===== config.mk =====
export PLATFORM = sky130hd
export DESIGN_NAME = dma_stream_sender_flat
export DESIGN_NICKNAME = d
export VERILOG_FILES = /design/src/rtl/dma_pkg.sv /design/src/rtl/dma_stream_sender_if.sv /design/src/rtl/stream_out_buf.sv /design/src/rtl/dma_stream_sender.sv /design/src/flat_wrapper.sv
export SDC_FILE = /design/constraint.sdc
export NUM_CORES = 1
export LEC_CHECK = 0
export BUFFER_PORTS_ARGS = -buffer_cell sky130_fd_sc_hd__clkbuf_2
export CORE_ASPECT_RATIO = 0.9
export CORE_MARGIN = 10
export CORE_UTILIZATION = 50
export DETAILED_ROUTE_END_ITERATION = 8
export GPL_TIMING_DRIVEN = 0
export PLACE_DENSITY_LB_ADDON = 0.12
export SETUP_SLACK_MARGIN = 0.02
export SLEW_MARGIN = 25
export SYNTH_ARGS = -nofsm -noshare
export SYNTH_HDL_FRONTEND = slang
export SYNTH_HIERARCHICAL = 1
export SYNTH_SLANG_ARGS = --single-unit

===== constraint.sdc =====
create_clock -name clk -period 8.6 [get_ports clk]
set_clock_uncertainty 0.15 [all_clocks]
set_input_delay 2.15 -clock clk [delete_from_list [all_inputs] [get_ports clk]]
set_output_delay 2.15 -clock clk [all_outputs]
set_load 0.01 [all_outputs]

===== src/rtl/dma_pkg.sv =====
// dma_pkg
// Shared definitions for the DMA stream sender: controller state encoding,
// default data/length widths, output buffer sizing and a helper that decides
// whether another FIFO pop still fits in the output buffer.
package dma_pkg;

  localparam int DMA_DATA_WIDTH = 32;
  localparam int DMA_LEN_WIDTH  = 16;

  // Output buffer geometry: 4 entries, 2-bit pointers, 3-bit count (0..4).
  localparam int BUF_DEPTH = 4;
  localparam int BUF_PTR_W = 2;
  localparam int BUF_CNT_W = 3;

  typedef enum logic [1:0] {
    IDLE = 2'd0,
    SEND = 2'd1,
    DONE = 2'd2
  } dma_state_e;

  // A pop may be issued only if every beat already buffered or still in
  // flight from the FIFO, plus the new one, fits in the buffer.
  function automatic logic buf_has_room(input logic [BUF_CNT_W-1:0] occ,
                                        input logic inflight);
    logic [BUF_CNT_W:0] total;
    total = {1'b0, occ} + {{BUF_CNT_W{1'b0}}, inflight};
    return total < (BUF_CNT_W+1)'(BUF_DEPTH);
  endfunction

endpackage


===== src/rtl/dma_stream_sender_if.sv =====
// dma_stream_sender_if
// Groups the configuration, upstream FIFO and downstream AXI-stream signals
// of the DMA stream sender.
//   cfg_start/cfg_len             : one-cycle start request and beat count
//   fifo_empty/fifo_read_en       : upstream FIFO empty flag and pop request
//   fifo_valid/fifo_data          : FIFO read data, one cycle after a pop
//   m_axis_tvalid/tdata/tlast/tready : outgoing stream
//   busy/done                     : transfer status
// Modport master is the sender side, slave is the environment side.
interface dma_stream_sender_if
  import dma_pkg::*;
#(
  parameter int DATA_WIDTH = DMA_DATA_WIDTH,
  parameter int LEN_WIDTH  = DMA_LEN_WIDTH
) ();

  logic                  cfg_start;
  logic [LEN_WIDTH-1:0]  cfg_len;
  logic                  fifo_empty;
  logic                  fifo_read_en;
  logic                  fifo_valid;
  logic [DATA_WIDTH-1:0] fifo_data;
  logic                  m_axis_tvalid;
  logic [DATA_WIDTH-1:0] m_axis_tdata;
  logic                  m_axis_tlast;
  logic                  m_axis_tready;
  logic                  busy;
  logic                  done;

  modport master (
    input  cfg_start, cfg_len, fifo_empty, fifo_valid, fifo_data, m_axis_tready,
    output fifo_read_en, m_axis_tvalid, m_axis_tdata, m_axis_tlast, busy, done
  );

  modport slave (
    output cfg_start, cfg_len, fifo_empty, fifo_valid, fifo_data, m_axis_tready,
    input  fifo_read_en, m_axis_tvalid, m_axis_tdata, m_axis_tlast, busy, done
  );

endinterface


===== src/rtl/stream_out_buf.sv =====
// stream_out_buf
// 4-entry in-order buffer between the FIFO read port and the stream output.
//   clk, rst   : rising-edge clock, asynchronous active-high reset
//   push       : write push_data at the tail
//   pop        : drop the head entry
//   head       : current head entry (zero after reset)
//   count      : number of valid entries (0..4)
// A simultaneous push and pop leaves count unchanged; a push into a full
// buffer is only taken when the head is popped in the same cycle.
module stream_out_buf
  import dma_pkg::*;
#(
  parameter int DATA_WIDTH = DMA_DATA_WIDTH
) (
  input  logic                  clk,
  input  logic                  rst,
  input  logic                  push,
  input  logic [DATA_WIDTH-1:0] push_data,
  input  logic                  pop,
  output logic [DATA_WIDTH-1:0] head,
  output logic [BUF_CNT_W-1:0]  count
);

  logic [DATA_WIDTH-1:0] mem_q [BUF_DEPTH];
  logic [DATA_WIDTH-1:0] mem_d [BUF_DEPTH];
  logic [BUF_PTR_W-1:0]  wr_ptr_q, wr_ptr_d;
  logic [BUF_PTR_W-1:0]  rd_ptr_q, rd_ptr_d;
  logic [BUF_CNT_W-1:0]  cnt_q, cnt_d;
  logic                  do_push, do_pop;

  always_comb begin
    do_pop   = pop && (cnt_q != '0);
    do_push  = push && ((cnt_q != BUF_CNT_W'(BUF_DEPTH)) || do_pop);
    mem_d    = mem_q;
    wr_ptr_d = wr_ptr_q;
    rd_ptr_d = rd_ptr_q;
    cnt_d    = cnt_q;
    if (do_push) begin
      mem_d[wr_ptr_q] = push_data;
      wr_ptr_d        = wr_ptr_q + BUF_PTR_W'(1);
    end
    if (do_pop) begin
      rd_ptr_d = rd_ptr_q + BUF_PTR_W'(1);
    end
    case ({do_push, do_pop})
      2'b10:   cnt_d = cnt_q + BUF_CNT_W'(1);
      2'b01:   cnt_d = cnt_q - BUF_CNT_W'(1);
      default: cnt_d = cnt_q;
    endcase
  end

  always_ff @(posedge clk or posedge rst) begin
    if (rst) begin
      for (int i = 0; i < BUF_DEPTH; i++) begin
        mem_q[i] <= '0;
      end
      wr_ptr_q <= '0;
      rd_ptr_q <= '0;
      cnt_q    <= '0;
    end else begin
      mem_q    <= mem_d;
      wr_ptr_q <= wr_ptr_d;
      rd_ptr_q <= rd_ptr_d;
      cnt_q    <= cnt_d;
    end
  end

  assign head  = mem_q[rd_ptr_q];
  assign count = cnt_q;

endmodule


===== src/rtl/dma_stream_sender.sv =====
// dma_stream_sender
// Moves cfg_len beats from an upstream FIFO onto an AXI-stream output.
//   clk, rst : rising-edge clock, asynchronous active-high reset
//   bus      : dma_stream_sender_if.master (config, FIFO read port, stream
//              output, busy/done status)
// IDLE accepts cfg_start; SEND pops the FIFO and streams beats out of a
// 4-entry buffer; DONE lasts one cycle and pulses done. A zero-length start
// goes straight to DONE. The FIFO pop is registered and is decided one
// cycle ahead, so the first beat appears 3 cycles after cfg_start.
module dma_stream_sender
  import dma_pkg::*;
#(
  parameter int DATA_WIDTH = DMA_DATA_WIDTH,
  parameter int LEN_WIDTH  = DMA_LEN_WIDTH
) (
  input logic               clk,
  input logic               rst,
  dma_stream_sender_if.master bus
);

  dma_state_e            state_q, state_d;
  logic [LEN_WIDTH-1:0]  len_q, len_d;
  logic [LEN_WIDTH-1:0]  issued_q, issued_d;
  logic [LEN_WIDTH-1:0]  sent_q, sent_d;
  logic                  inflight_q, inflight_d;
  logic                  rd_en_q, rd_en_d;

  logic [BUF_CNT_W-1:0]  occ;
  logic [BUF_CNT_W-1:0]  occ_next;
  logic [DATA_WIDTH-1:0] head;
  logic                  buf_push, buf_pop;
  logic                  grant, tvalid, tlast, beat;

  stream_out_buf #(
    .DATA_WIDTH(DATA_WIDTH)
  ) u_out_buf (
    .clk      (clk),
    .rst      (rst),
    .push     (buf_push),
    .push_data(bus.fifo_data),
    .pop      (buf_pop),
    .head     (head),
    .count    (occ)
  );

  always_comb begin
    tvalid   = (occ != '0);
    tlast    = tvalid && (sent_q == (len_q - LEN_WIDTH'(1)));
    beat     = tvalid && bus.m_axis_tready;
    // A registered pop only counts when the FIFO actually had data for it.
    grant    = rd_en_q && !bus.fifo_empty;
    buf_push = bus.fifo_valid && inflight_q;
    buf_pop  = beat;

    state_d    = state_q;
    len_d      = len_q;
    issued_d   = issued_q;
    sent_d     = sent_q;
    inflight_d = grant;

    case (state_q)
      IDLE: begin
        if (bus.cfg_start) begin
          len_d    = bus.cfg_len;
          issued_d = '0;
          sent_d   = '0;
          state_d  = (bus.cfg_len != '0) ? SEND : DONE;
        end
      end
      SEND: begin
        if (grant) begin
          issued_d = issued_q + LEN_WIDTH'(1);
        end
        if (beat) begin
          sent_d = sent_q + LEN_WIDTH'(1);
          if (tlast) begin
            state_d = DONE;
          end
        end
      end
      DONE: state_d = IDLE;
      default: state_d = IDLE;
    endcase

    // Decide next cycle's pop from next cycle's view of the counters and the
    // buffer, so the registered read enable never overfills the buffer and
    // m_axis_tready only reaches fifo_read_en through a flop.
    occ_next = occ + BUF_CNT_W'(buf_push) - BUF_CNT_W'(buf_pop);
    rd_en_d  = (state_d == SEND) && !bus.fifo_empty && (issued_d < len_d) &&
               buf_has_room(occ_next, inflight_d);
  end

  always_ff @(posedge clk or posedge rst) begin
    if (rst) begin
      state_q    <= IDLE;
      len_q      <= '0;
      issued_q   <= '0;
      sent_q     <= '0;
      inflight_q <= 1'b0;
      rd_en_q    <= 1'b0;
    end else begin
      state_q    <= state_d;
      len_q      <= len_d;
      issued_q   <= issued_d;
      sent_q     <= sent_d;
      inflight_q <= inflight_d;
      rd_en_q    <= rd_en_d;
    end
  end

  assign bus.fifo_read_en  = rd_en_q;
  assign bus.m_axis_tvalid = tvalid;
  assign bus.m_axis_tdata  = head;
  assign bus.m_axis_tlast  = tlast;
  assign bus.busy          = (state_q != IDLE);
  assign bus.done          = (state_q == DONE);

endmodule


===== src/flat_wrapper.sv =====
// flat-port wrapper written by rule: the top's interface ports become plain ports
module dma_stream_sender_flat import dma_pkg::*;
#(
  parameter int DATA_WIDTH = DMA_DATA_WIDTH,
  parameter int LEN_WIDTH  = DMA_LEN_WIDTH
)
  (clk, rst, bus_cfg_start, bus_cfg_len, bus_fifo_empty, bus_fifo_valid, bus_fifo_data, bus_m_axis_tready, bus_fifo_read_en, bus_m_axis_tvalid, bus_m_axis_tdata, bus_m_axis_tlast, bus_busy, bus_done);
  dma_stream_sender_if #(.DATA_WIDTH(DATA_WIDTH), .LEN_WIDTH(LEN_WIDTH)) bus_i ();
  input logic clk;
  input logic rst;
  input wire logic [$bits(bus_i.cfg_start)-1:0] bus_cfg_start;
  input wire logic [$bits(bus_i.cfg_len)-1:0] bus_cfg_len;
  input wire logic [$bits(bus_i.fifo_empty)-1:0] bus_fifo_empty;
  input wire logic [$bits(bus_i.fifo_valid)-1:0] bus_fifo_valid;
  input wire logic [$bits(bus_i.fifo_data)-1:0] bus_fifo_data;
  input wire logic [$bits(bus_i.m_axis_tready)-1:0] bus_m_axis_tready;
  output wire logic [$bits(bus_i.fifo_read_en)-1:0] bus_fifo_read_en;
  output wire logic [$bits(bus_i.m_axis_tvalid)-1:0] bus_m_axis_tvalid;
  output wire logic [$bits(bus_i.m_axis_tdata)-1:0] bus_m_axis_tdata;
  output wire logic [$bits(bus_i.m_axis_tlast)-1:0] bus_m_axis_tlast;
  output wire logic [$bits(bus_i.busy)-1:0] bus_busy;
  output wire logic [$bits(bus_i.done)-1:0] bus_done;
  assign bus_i.cfg_start = bus_cfg_start;
  assign bus_i.cfg_len = bus_cfg_len;
  assign bus_i.fifo_empty = bus_fifo_empty;
  assign bus_i.fifo_valid = bus_fifo_valid;
  assign bus_i.fifo_data = bus_fifo_data;
  assign bus_i.m_axis_tready = bus_m_axis_tready;
  assign bus_fifo_read_en = bus_i.fifo_read_en;
  assign bus_m_axis_tvalid = bus_i.m_axis_tvalid;
  assign bus_m_axis_tdata = bus_i.m_axis_tdata;
  assign bus_m_axis_tlast = bus_i.m_axis_tlast;
  assign bus_busy = bus_i.busy;
  assign bus_done = bus_i.done;
  dma_stream_sender #(.DATA_WIDTH(DATA_WIDTH), .LEN_WIDTH(LEN_WIDTH)) u_core (.clk(clk), .rst(rst), .bus(bus_i));
endmodule

==> After elaboration in Yosys (flattened, before gate mapping) <==
Cells that the tools add are included.
{ "op_classes": {"n_addsub": 10, "bitwise": 2, "eq_ne": 9, "n_reduce_logical": 19, "muxes": 20, "order_cmp": 5} }
{ "op_table": {"columns": ["cell", "count"], "rows": [
  ["$bwmux 128", 1],
  ["$mux 16", 6],
  ["$mux 32", 3],
  ["$bmux 32 s2", 1],
  ["$demux 32 s2", 1],
  ["$pmux 16 s2", 2],
  ["$add 16x1->16 const B", 2],
  ["$eq 16x16->1", 1],
  ["$lt 16x16->1", 1],
  ["$reduce_bool 16->1", 1],
  ["$sub 16x1->16 const B", 1],
  ["$logic_and 1x1->1", 10],
  ["$mux 2", 4],
  ["$eq 2x1->1 const B", 3],
  ["$ge 3x3->1 const B", 2],
  ["$not 2->3", 2],
  ["$pmux 3 s2", 1],
  ["$reduce_bool 2->1", 3],
  ["$add 2x1->2 const B", 2],
  ["$add 3x1->4", 1],
  ["$eq 2x2->1 const B", 2],
  ["$lt 4x3->1 const B", 1],
  ["$ne 2x2->1 const B", 2],
  ["$pmux 2 s2", 1],
  ["11 further kinds", 11]
]} }
{ "totals": {"in_bits": 54, "register_bits": 187, "wordCells": 78, "output_inout_bits": 37} }

==> Longest topological paths before layout <==
Gate-level depths: netlist of run 1.
{ "logic_depth": {"ltp_word": 10, "ltp_mapped": 16, "mapped_depth_nobuf": 15} }

==> By module <==
Netlist of run 1, hierarchy kept.
{ "by_module_without_submodules": {"columns": ["mod", "cells_per_inst", "seq_area_each_um2", "instances", "area_per_inst_um2"], "rows": [
  ["stream_out_buf", 348, 3378.2, 1, 5967.0],
  ["dma_stream_sender", 380, 1301.2, 1, 3457.1]
]} }

==> Worst setup path after synthesis of run 1 <==
OpenSTA, ideal clock, no wires.
{ "synth_path": {"path_kind": "input-to-reg", "start": "input port bus_fifo_empty", "end": "register u_core.rd_en_q, in the netlist u_core/bus.fifo_read_en", "path_stages": 12, "setup_time_ps": 80, "arrival_time_ps": 4523, "t_required_ps": 8370, "path_buffers": 0, "setup_slack_ps": 3847, "path_cell_list": "nor4bb_1 -> nand4_1 -> o211ai_1 -> o31ai_1 -> ha_1 -> a21o_1 -> a21o_1 -> a21oi_1 -> nor3_1 -> nor4_1 -> o31ai_1 -> nor3b_2"} }
{ "synth_via": {"elab_chain_len": 7, "elab_cells_between_ends": 10, "cone_classes": "add/sub: 1; order compare: 2; mux: 2; reduce/logical: 5"} }
{ "synth_rtl": {"columns": ["item", "line_no", "text"], "rows": [
  ["start, declared", "flat_wrapper.sv:13", "input wire logic [$bits(bus_i.fifo_empty)-1:0] bus_fifo_empty;"],
  ["$logic_not 1->1", "dma_stream_sender.sv:51", "grant = rd_en_q && !bus.fifo_empty;"],
  ["$logic_and 1x1->1", "dma_stream_sender.sv:51", null],
  ["$mux 16", "dma_stream_sender.sv:71", "if (grant) begin"],
  ["$pmux 16 s2", "dma_stream_sender.sv:61", "case (state_q)"],
  ["named net u_core.issued_d[5]", "dma_stream_sender.sv:23", "logic [LEN_WIDTH-1:0] issued_q, issued_d;"],
  ["$lt 16x16->1", "dma_stream_sender.sv:89", "rd_en_d = (state_d == SEND) && !bus.fifo_empty && (issued_d < len_d) &&"],
  ["$logic_and 1x1->1 (2 in series)", "dma_stream_sender.sv:89", null],
  ["named net u_core.rd_en_d", "dma_stream_sender.sv:26", "logic rd_en_q, rd_en_d;"],
  ["end signal, assigned", "dma_stream_sender.sv:107", "rd_en_q <= rd_en_d;"],
  ["end, declared", "dma_stream_sender.sv:26", null]
]} }
The timed path passes the listed nets, and every way through them passes these cells.
A chain may end at the register's enable or synchronous reset.

==> Worst setup path after layout of run 1 <==
{ "layout_path": {"start": "register u_core.len_q[0]", "end": "output port bus_m_axis_tlast"} }
{ "layout_via": {"elab_chain_len": 3} }
{ "layout_rtl": {"columns": ["item", "line_no", "text"], "rows": [
  ["start, declared", "dma_stream_sender.sv:22", "logic [LEN_WIDTH-1:0] len_q, len_d;"],
  ["start signal, assigned", "dma_stream_sender.sv:103", "len_q <= len_d;"],
  ["$sub 16x1->16", "dma_stream_sender.sv:48", "tlast = tvalid && (sent_q == (len_q - LEN_WIDTH'(1)));"],
  ["$eq 16x16->1", "dma_stream_sender.sv:48", null],
  ["$logic_and 1x1->1", "dma_stream_sender.sv:48", null],
  ["end, declared", "flat_wrapper.sv:20", "output wire logic [$bits(bus_i.m_axis_tlast)-1:0] bus_m_axis_tlast;"]
]} }
No other way between the ends.

==> flow_summary.json, run 1 <==
{
  "outcome": "completed",
  "die-area_mm2": 0.02475,
  "critical_path_required_ns": 6.30,
  "cts_tree": "built",
  "pwr-share-seq_pct": 39.5,
  "ys.flop_type": "dfrtp_1",
  "nNetsFinal": 919,
  "grt_pass1_wl_um": 34840,
  "fin_cells": 1096,
  "setup_viol": 0,
  "synth-edff-count": 0,
  "synthDistinctLibCells": 56,
  "drt-pass1-iter-count": 5,
  "yosysWarningCount": 6,
  "p_clk_share_pct": 22.5,
  "rows": 47,
  "cpMaxStageDelayCell": "dfrtp_1",
  "insertion_delay_ns": 0.43,
  "switching_share_pct": 35.06,
  "p_leak_nw": 5.110,
  "placed_cells": 1064,
  "critPathLaunchType": "flop",
  "max_stage_delay_ns": 0.53,
  "cap_violations": 0,
  "post-route-min-period_ns": 5.464,
  "cts_setup_buffers": 0,
  "max_freq_mhz": 183.0,
  "hold_buffers": 0,
  "rsz0062_at_grt": "no",
  "n_antenna_cell": 0,
  "path_cells": "inv_1, ha_1, or2_2, a2111oi_0, o21ai_0, a22oi_1, o211ai_1, nor3b_1, clkbuf_2",
  "path_clk_slew_ns": 0.06,
  "fin_crit_sh_pct": 63.53,
  "tns_ns": 0,
  "avgRoutedWirePerCell_um": 19.40,
  "cts_sinks": 187,
  "power.total_mw": 3.590,
  "place_area_mm2": 0.01022,
  "crit_path_end_kind": "primary output",
  "grt_pass1_vias": 6518,
  "antenna_found_initial": 0,
  "synth_area_mm2": 0.009424,
  "r2r_slack_ns": 4.55,
  "critical_path_buf_inv_count": 2,
  "drt_iter0_markers": 377,
  "ctsResizeCount": 0,
  "syn-num-nets": 809,
  "grt.total_usage_pct": 17.78,
  "start_util_pct": 51.04,
  "via_per_inst": 5.650,
  "grt_max_degree": 95,
  "die_h_um": 150.2,
  "drc_errors": 0,
  "postLayoutCellArea_mm2": 0.01083,
  "p_per_area_mw_per_mm2": 331.5,
  "totalWireLength_um": 21260,
  "drtAntennaViolNets": 0,
  "layout-drive-gt1-share_pct": 37.49,
  "critPathTopFamily": "compound AO/OA/AOI/OAI gates",
  "root_buffer": "clkbuf_16",
  "htree_num_levels": 4,
  "floorplan.core_area_mm2": 0.01847,
  "finalHoldViolCount": 0,
  "ys_seq_area_share_pct": 49.65,
  "io_buffers": 90,
  "fp.dieW_um": 164.7,
  "cts-buffers-inserted": 17,
  "async_flop_share_pct": 100.0,
  "hp-class": "reg -> reg",
  "area_growth_pct": 14.92,
  "synth_area_per_cell_um2": 12.95,
  "num_vias": 6192,
  "critical_path.max_fanout": 7,
  "criticalPathCategory": "reg -> out",
  "dpl.hpwl_um": 15820,
  "clock_path_buffers": 2,
  "pwr-share-comb_pct": 38.0,
  "worstPathArrival_ns": 3.16,
  "io_pins": 91,
  "ir_drop_uv": 168.0,
  "overflow": 0,
  "tightest_slew_ns": 0.8184,
  "postSynthCellCount": 728,
  "maxSlewHeadroom_pct": 44.94,
  "slew_viol_final": 0,
  "switching_power_mw": 1.259,
  "gp_congestion": 0.8664,
  "intPower_mw": 2.332,
  "ys_ff_latch": 187
}
[per-stage QoR]
step	util (%)	hold WS, ns	setup WS (ns)
5_1_grt	58.65	0.3623	2.953
3_5_place_dp	55.34	0.3411	3.020
3_3_place_gp	55.14	0.3329	1.440
6_report	58.65	0.3523	3.136
4_1_cts	58.62	0.3581	3.230
2_1_floorplan	-	0.3187	2.689
[worst paths after layout]
path | from | end | cells after the start
min | u_core/u_out_buf/mem_q[51] | u_core/u_out_buf/mem_q[51] | 1
max | u_core/len_q[0] | bus_m_axis_tlast | 9
min in group asynchronous | rst | u_core/u_out_buf/count[0] | 2
max reg2reg | u_core/state_q[0] | u_core/bus.fifo_read_en | 14
min reg2reg | u_core/u_out_buf/mem_q[51] | u_core/u_out_buf/mem_q[51] | 1
max in group asynchronous | rst | u_core/u_out_buf/mem_q[103] | 3
[cell type report]
cell class	instances	area, um2
fill	1562	7635
sequential	187	4679
multi-input combinational	477	4392
timing repair buffer	91	478.0
clock buffer	21	460.4
tap	245	306.5
buffer	32	239.0
clock inverter	11	145.1
inverter	32	130.1
[flip-flops by register name (all words and copies together), names as in the netlist]
register                   cells
u_core/len_q                  16
u_core/inflight_q              1
u_core/state_q                 2
u_core/issued_q               16
u_core/u_out_buf/wr_ptr_q      2
u_core/bus.fifo_read_en        1
u_core/sent_q                 16
u_core/u_out_buf/rd_ptr_q      2
u_core/u_out_buf/mem_q       128
u_core/u_out_buf/count         3
[per-layer routing]
layer  global-route usage [%]  wire length, um  vias to the layer above
met1                    24.29             9657                     3167
met2                    28.17            10280                      136
li1                         -                -                     2873
met5                        0                0                        -
met3                    4.040             1099                       16
met4                    4.469              221                        0
[cell families (layout without fill, tap and decap cells)]
kind of cell    Yosys count  count (layout)  share of synthesized area [%]
fa+ha+maj                27              27                          3.744
compound gates           68              68                          4.727
xor+xnor                 36              36                          3.346
simple gates            164             164                          9.413
mux                     182             182                          25.31
buf+inv                  64             187                          3.810
flops                   187             187                          49.65
[cells in the mapped netlist, types with 5 or more instances]
cell type | number | share of area [%]
dfrtp_1 | 187 | 50
mux2_2 | 130 | 16
nand2_1 | 37 | 1.5
nor2_1 | 35 | 1.4
inv_1 | 32 | 1.3
mux4_2 | 32 | 7.6
xor2_1 | 26 | 2.4
ha_1 | 25 | 3.3
mux2i_1 | 20 | 2.1
nand3_1 | 20 | 1.1
a21oi_1 | 17 | 0.90
o21ai_0 | 17 | 0.90
buf_6 | 15 | 1.8
nand4_1 | 13 | 0.86
clkbuf_1 | 11 | 0.44
nor4_1 | 10 | 0.66
xnor2_1 | 10 | 0.93
nor3_1 | 8 | 0.42
or3_1 | 8 | 0.53
and3_1 | 7 | 0.46
a21o_1 | 6 | 0.48
buf_2 | 5 | 0.27
nand2b_1 | 5 | 0.33
[layout by cell type (no fill, tap or decap), types with 20 or more instances in the layout]
cell type and count:
nand2_1 37, xor2_1 26, mux2i_1 20, clkbuf_2 90, dfrtp_1 187, nand3_1 20, ha_1 25, inv_1 30
mux4_2 32, nor2_1 35, mux2_2 130
[power by group through the flow]
stage,Clock (mW),Sequential (mW),Combinational (mW)
2_1_floorplan,0,1.35,1.01
3_3_place_gp,0,1.40,1.32
3_5_place_dp,0,1.43,1.38
4_1_cts,0.829,1.42,1.38
5_1_grt,0.866,1.46,1.51
6_report,0.809,1.42,1.36
Power figures use the tool's default switching activity.
==> run 2, diff against run 1 <==
--- a/config.mk
+++ b/config.mk
@@ -5,6 +5,7 @@
 export SDC_FILE = /design/constraint.sdc
 export NUM_CORES = 1
 export LEC_CHECK = 0
+export ABC_AREA = 1
 export BUFFER_PORTS_ARGS = -buffer_cell sky130_fd_sc_hd__clkbuf_2
 export CORE_ASPECT_RATIO = 0.9
 export CORE_MARGIN = 10
==> constraint.sdc (replaced) <==
create_clock -name clk -period 5.27 [get_ports clk]
set_clock_uncertainty 0.15 [all_clocks]
set_input_delay 1.3175 -clock clk [delete_from_list [all_inputs] [get_ports clk]]
set_output_delay 1.3175 -clock clk [all_outputs]
set_load 0.01 [all_outputs]
==> run 2 against run 1 <==
Against the previous run: final area up 8.0%; clock-buffer cell count is 3 lower; clock power up 59%; hold slack lost 0.036 ns; synthesized cell count grew 82%; via count is 57% higher; sequential share of layout area decreased by 3.2 points; area after synthesis up 9.3%; first-iteration DRC count increased to 2.7 times the previous value; register-to-register slack worse by 2.3 ns; die area is 8.1% higher; sequential power increased by 57%; critical path type unchanged; largest power group is now combinational logic; highest routed layer unchanged.
==> flow_summary.json, run 2 <==
{
  "n_antenna_cell": 0,
  "start_util_pct": 51.24,
  "postLayoutCellArea_mm2": 0.01170,
  "maxSlewHeadroom_pct": 55.21,
  "grt_pass1_vias": 9302,
  "dpl.hpwl_um": 22120,
  "drtAntennaViolNets": 0,
  "synthTopCellsByArea": "dfrtp_1 (45%), nand2_1 (14%), nand4_1 (8.1%)",
  "fin_util_pct": 58.19,
  "critPathLaunchType": "flop",
  "drt-pass1-iter-count": 5,
  "post-synth-top-count-cell": "nand2_1",
  "place_area_mm2": 0.01111,
  "critical_path.max_fanout": 6,
  "ys_ff_latch": 187,
  "criticalPathCategory": "reg -> out",
  "layout_commonest_cell": "nand2_1",
  "synthDistinctLibCells": 42,
  "outcome": "completed",
  "async_flop_share_pct": 100.0,
  "grt_max_degree": 97,
  "dp_slack_ns": 1.167,
  "htree_num_levels": 4,
  "top_register": "u_core/u_out_buf/mem_q",
  "drc_errors": 0,
  "cts_setup_buffers": 0,
  "power.total_mw": 6.212,
  "totalWireLength_um": 30600,
  "crit_path_end_kind": "primary output",
  "ctsResizeCount": 0,
  "busiest_layer": "met2",
  "io_buffers": 90,
  "floorplan.core_area_mm2": 0.02011,
  "synth_common_cells": "nand2_1 (386), dfrtp_1 (187), nand4_1 (133)",
  "path_clk_slew_ns": 0.07,
  "grt_pass1_wl_um": 48980,
  "finalHoldViolCount": 0,
  "p_per_area_mw_per_mm2": 530.9,
  "synth_area_per_cell_um2": 7.789,
  "cts_sinks": 187,
  "yosysWarningCount": 6,
  "fp.dieW_um": 171.3,
  "die-area_mm2": 0.02676,
  "postSynthCellCount": 1323,
  "die_h_um": 156.2,
  "avgRoutedWirePerCell_um": 17.99,
  "overflow": 0,
  "rsz0062_at_grt": "no",
  "ys.flop_type": "dfrtp_1",
  "fin_crit_sh_pct": 73.42,
  "setup_ws_ns": 1.401,
  "io_pins": 91,
  "area_growth_pct": 13.55,
  "critical_path_required_ns": 3.80,
  "final_cell_mix": "nand2_1 (386), dfrtp_1 (187), nand4_1 (133), nor2_1 (113), inv_1 (98)",
  "grt.total_usage_pct": 23.14,
  "setup_viol": 0,
  "gp_congestion": 0.8985,
  "synth_top_area_share_pct": 45.41,
  "met2_usage_pct": 34.27,
  "ys_seq_area_share_pct": 45.41,
  "rows": 49,
  "fill_cells": 1901,
  "layout-drive-gt1-share_pct": 15.28,
  "insertion_delay_ns": 0.44,
  "post-route-min-period_ns": 3.869,
  "syn-num-nets": 1404,
  "p_leak_nw": 6.093,
  "ir_drop_uv": 239.9,
  "root_buffer": "clkbuf_16",
  "cts_tree": "built",
  "num_vias": 9739,
  "cap_violations": 0,
  "hp-class": "reg -> reg",
  "slew_viol_final": 0,
  "largest_register_ffs": 128,
  "via_per_inst": 5.725,
  "hold_buffers": 0,
  "antenna_found_initial": 0,
  "worstPathArrival_ns": 2.40,
  "synth_area_leader_cell": "dfrtp_1",
  "cts-buffers-inserted": 17,
  "nNetsFinal": 1514,
  "tightest_slew_ns": 0.6719,
  "hold_ws_ns": 0.3160,
  "drt_iter0_markers": 1019,
  "grt_use_met3_pct": 4.452,
  "grtUsageMet1_pct": 33.65,
  "synth-edff-count": 0,
  "max_freq_mhz": 258.5,
  "clock_path_buffers": 2,
  "synth_area_mm2": 0.01030
}
## run 2: cell types whose count changed after synthesis, moves of 20 or more
cell     change
nand2_1    +349
mux2_2     -128
nand4_1    +120
nor2_1      +78
inv_1       +68
o21ai_0     +58
buf_2       +36
o22ai_1     +34
mux4_2      -32
o21ai_1     +29
mux2i_1     -20
## run 2: metal layers
layer | routed length (um) | up-vias
met5 | 0 | -
met1 | 14510 | 4732
met2 | 13580 | 337
met4 | 314 | 0
met3 | 2192 | 28
li1 | - | 4642
## run 2: final timing paths
path	startpoint	end	slack, ns	cells past startpoint
min in group asynchronous	rst	u_core/u_out_buf/mem_q[97]	0.74	2
hold reg to reg	u_core/u_out_buf/mem_q[55]	u_core/u_out_buf/mem_q[55]	0.32	2
max in group asynchronous	rst	u_core/u_out_buf/mem_q[119]	3.45	3
setup / recovery	u_core/len_q[0]	bus_m_axis_tlast	1.40	13
setup reg to reg	u_core/state_q[0]	u_core/bus.fifo_read_en	2.20	14
hold / removal	u_core/u_out_buf/mem_q[55]	u_core/u_out_buf/mem_q[55]	0.32	2
## run 2: power by group
group	leakage, nW	switching (mW)	total, mW	internal, mW
Clock	0.287	0.639	1.29	0.647
Sequential	2.44	0.318	2.23	1.91
Combinational	3.36	1.79	2.70	0.908
Total	6.09	2.75	6.21	3.47
## run 2: cell type report
type	instances	area (um2)	share of cell area, %
flip-flops and latches	187	4679	39.99
inverters	105	404.1	3.454
well taps	255	319.1	2.727
clock buffers	18	439.2	3.753
multi-input cells	947	4780	40.85
repair buffers	91	478.0	4.085
plain buffers	84	451.7	3.860
clock inverters	14	150.1	1.283
## run 2: cell families after synthesis
kind of cell / Yosys count / share of synthesized area, %
DFF: 187 / 45.41
xor gates and xnor gates: 18 / 1.530
AOI/OAI and AO/OA: 171 / 9.058
and+or+nand+nor: 729 / 32.15
buffers and inverters: 189 / 8.208
adders and majority gates: 27 / 3.424
muxes: 2 / 0.2185
## run 2: worst max-delay path, cell delays in order (launching register included)
cell and delay [ns]:
dfrtp_1 0.39, inv_1 0.16, ha_1 0.30, nand2_2 0.11
nor2_4 0.16, nand2_1 0.07, nand2_1 0.06, nand2_1 0.04
nor2_1 0.08, nand2_1 0.06, nor2_2 0.20, nand2_1 0.08
nor2_1 0.10, clkbuf_2 0.14
## run 2: per-stage QoR
step / instances / TNS [ns]
final: 1701 / 0
after CTS: 1701 / 0
after detailed placement: 1669 / 0
after global routing: 1701 / 0
after floorplan: 1323 / 0
after global placement: 1668 / -209.84
==> run 3, diff against run 2 <==
--- a/config.mk
+++ b/config.mk
@@ -5,7 +5,7 @@
 export SDC_FILE = /design/constraint.sdc
 export NUM_CORES = 1
 export LEC_CHECK = 0
-export ABC_AREA = 1
+export ABC_AREA = 0
 export BUFFER_PORTS_ARGS = -buffer_cell sky130_fd_sc_hd__clkbuf_2
 export CORE_ASPECT_RATIO = 0.9
 export CORE_MARGIN = 10
==> constraint.sdc (replaced) <==
create_clock -name clk -period 3.66 [get_ports clk]
set_clock_uncertainty 0.15 [all_clocks]
set_input_delay 0.915 -clock clk [delete_from_list [all_inputs] [get_ports clk]]
set_output_delay 0.915 -clock clk [all_outputs]
set_load 0.01 [all_outputs]
==> run 3 against run 2 <==
Against the previous run: the run now ends with setup timing left; clock-buffer cell count down 1; power grew 40%; utilization grew 2.1 points; first-iteration DRC count decreased by 65%; worst setup slack got worse by 1.4 ns; final area decreased by 4.8%; global-route usage is 5.2 points lower; routed wire length shrank 28%; sequential cell count is the same; critical path type unchanged.
==> flow_summary.json, run 3 (same netlist as run 1, synthesis figures left out) <==
{
  "outcome": "finished with violations",
  "violations": "setup timing",
  "drt_iter0_markers": 354,
  "drtAntennaViolNets": 0,
  "start_util_pct": 51.04,
  "regToRegStartpoint": "u_core/state_q[0]",
  "place_area_mm2": 0.01028,
  "rsz0062_at_grt": "yes",
  "critPathLaunchType": "flop",
  "overflow": 0,
  "clock_path_buffers": 2,
  "critical_path_required_ns": 2.59,
  "n_antenna_cell": 0,
  "rows": 47,
  "layout-drive-gt1-share_pct": 41.95,
  "largest_register_ffs": 128,
  "totalWireLength_um": 21900,
  "avgRoutedWirePerCell_um": 19.77,
  "grt.total_usage_pct": 17.93,
  "postLayoutCellArea_mm2": 0.01114,
  "maxSlewHeadroom_pct": 42.14,
  "setup_ws_ns": -0.02046,
  "io_pins": 91,
  "p_leak_nw": 5.216,
  "htree_num_levels": 4,
  "top_register": "u_core/u_out_buf/mem_q",
  "hp-start": "u_core/u_out_buf/mem_q[80]",
  "path_clk_slew_ns": 0.07,
  "post-route-min-period_ns": 3.680,
  "ir_drop_uv": 378.8,
  "power.total_mw": 8.669,
  "r2r_slack_ns": 0.20,
  "insertion_delay_ns": 0.43,
  "worstHoldEndpoint": "u_core/u_out_buf/mem_q[80]",
  "slew_viol_final": 0,
  "num_vias": 6233,
  "setup_viol": 1,
  "floorplan.core_area_mm2": 0.01847,
  "area_growth_pct": 18.16,
  "drt-pass1-iter-count": 5,
  "die-area_mm2": 0.02475,
  "final_cell_mix": "dfrtp_1 (181), mux2_2 (130), clkbuf_2 (90), nand2_1 (37), nor2_1 (34)",
  "root_buffer": "clkbuf_16",
  "hold_buffers": 0,
  "critical_path.max_fanout": 5,
  "cts_tree": "built",
  "via_per_inst": 5.625,
  "r2r-end": "u_core/bus.fifo_read_en",
  "max_freq_mhz": 271.7,
  "grt_max_degree": 53,
  "die_h_um": 150.2,
  "grt_pass1_wl_um": 34910,
  "r2r_cells": 14,
  "nNetsFinal": 932,
  "dpl.hpwl_um": 15930,
  "gp_congestion": 0.8339,
  "cap_violations": 0,
  "fin_crit_sh_pct": 100.6,
  "layout_commonest_cell": "dfrtp_1",
  "tightest_slew_ns": 0.8680,
  "p_per_area_mw_per_mm2": 778.5,
  "crit_path_end_kind": "primary output",
  "cts-buffers-inserted": 17,
  "grt_pass1_vias": 6593,
  "antenna_found_initial": 0,
  "io_buffers": 90,
  "criticalPathCategory": "reg -> out",
  "cts_sinks": 187,
  "drc_errors": 0,
  "hp-class": "reg -> reg",
  "hold-path-cell-count": 1,
  "finalHoldViolCount": 0,
  "fp.dieW_um": 164.7,
  "worstPathArrival_ns": 2.62
}
[run 3: changes by cell type in the layout (fill, tap and decap cells not counted), moves of 32 or more]
cell | previous run | this run
inv_1 | 98 | 29
o21ai_0 | 75 | 15
o22ai_1 | 35 | 1
nor2_1 | 113 | 34
buf_2 | 41 | 6
nand4_1 | 133 | 13
mux4_2 | 0 | 32
mux2_2 | 2 | 130
nand2_1 | 386 | 37
[run 3: worst max-delay path by stage]
| stage | end | startpoint | depth (start not counted) | slack [ns] |
|---|---|---|---|---|
| final | bus_m_axis_tlast | u_core/len_q[1] | 9 | -0.02 |
| after floorplan | u_core/bus.fifo_read_en | bus_fifo_empty | 12 | 0.14 |
| after global routing | bus_m_axis_tlast | u_core/len_q[1] | 9 | -0.13 |
| after detailed placement | u_core/bus.fifo_read_en | bus_fifo_empty | 12 | -0.62 |
| after CTS | bus_m_axis_tlast | u_core/len_q[0] | 9 | 0.01 |
| after global placement | u_core/bus.fifo_read_en | bus_fifo_empty | 12 | -0.53 |
[run 3: report_power, final]
part | internal (mW) | switching, mW | leakage (nW)
registers | 2.80 | 0.553 | 2.42
clock network | 1.03 | 0.858 | 0.298
logic | 1.75 | 1.67 | 2.50
total | 5.58 | 3.09 | 5.22
[run 3: worst max-delay path, stage by stage (launching register included)]
cell	delay [ns]
dfrtp_1	0.39
inv_1	0.11
ha_4	0.18
or2_2	0.32
a2111oi_4	0.29
o21ai_1	0.13
a22oi_1	0.26
o211ai_1	0.18
nor3b_2	0.18
buf_2	0.15
[run 3: layout make-up]
cell class | instances | area [um2]
buffer | 29 | 232.7
tap | 245 | 306.5
clock buffer | 17 | 425.4
multi-input combinational | 477 | 4529
inverter | 32 | 126.4
timing repair buffer | 107 | 646.9
sequential | 187 | 4687
clock inverter | 14 | 181.4
fill | 1445 | 7330
[run 3: layer usage]
layer	track usage, %	vias up	part of all wire (%)
met3	4.641	12	4.9
met2	28.63	118	48
met1	24.37	3193	47
met4	3.363	0	0.64
li1	-	2910	-
met5	0	-	0
[run 3: what timing repair did]
action | in CTS | in global routing
buffers inserted | 11 | 2
pin swaps | 9 | 7
resized for setup | 26 | 14
endpoints found under the hold margin | 0 | 0
endpoints found under the setup margin | 2 | 2
[run 3: per-stage QoR]
step	setup slack [ns]	TNS [ns]	utilization, %	std cells	hold slack [ns]
floorplan	0.1424	0	-	728	0.3187
global placement	-0.5306	-0.5306	55.16	1063	0.3328
detailed placement	-0.6163	-0.6163	55.69	1067	0.3435
CTS	0.009907	0	59.88	1107	0.3593
global route	-0.1335	-0.1656	60.31	1108	0.3616
finish	-0.02046	-0.02046	60.31	1108	0.3564
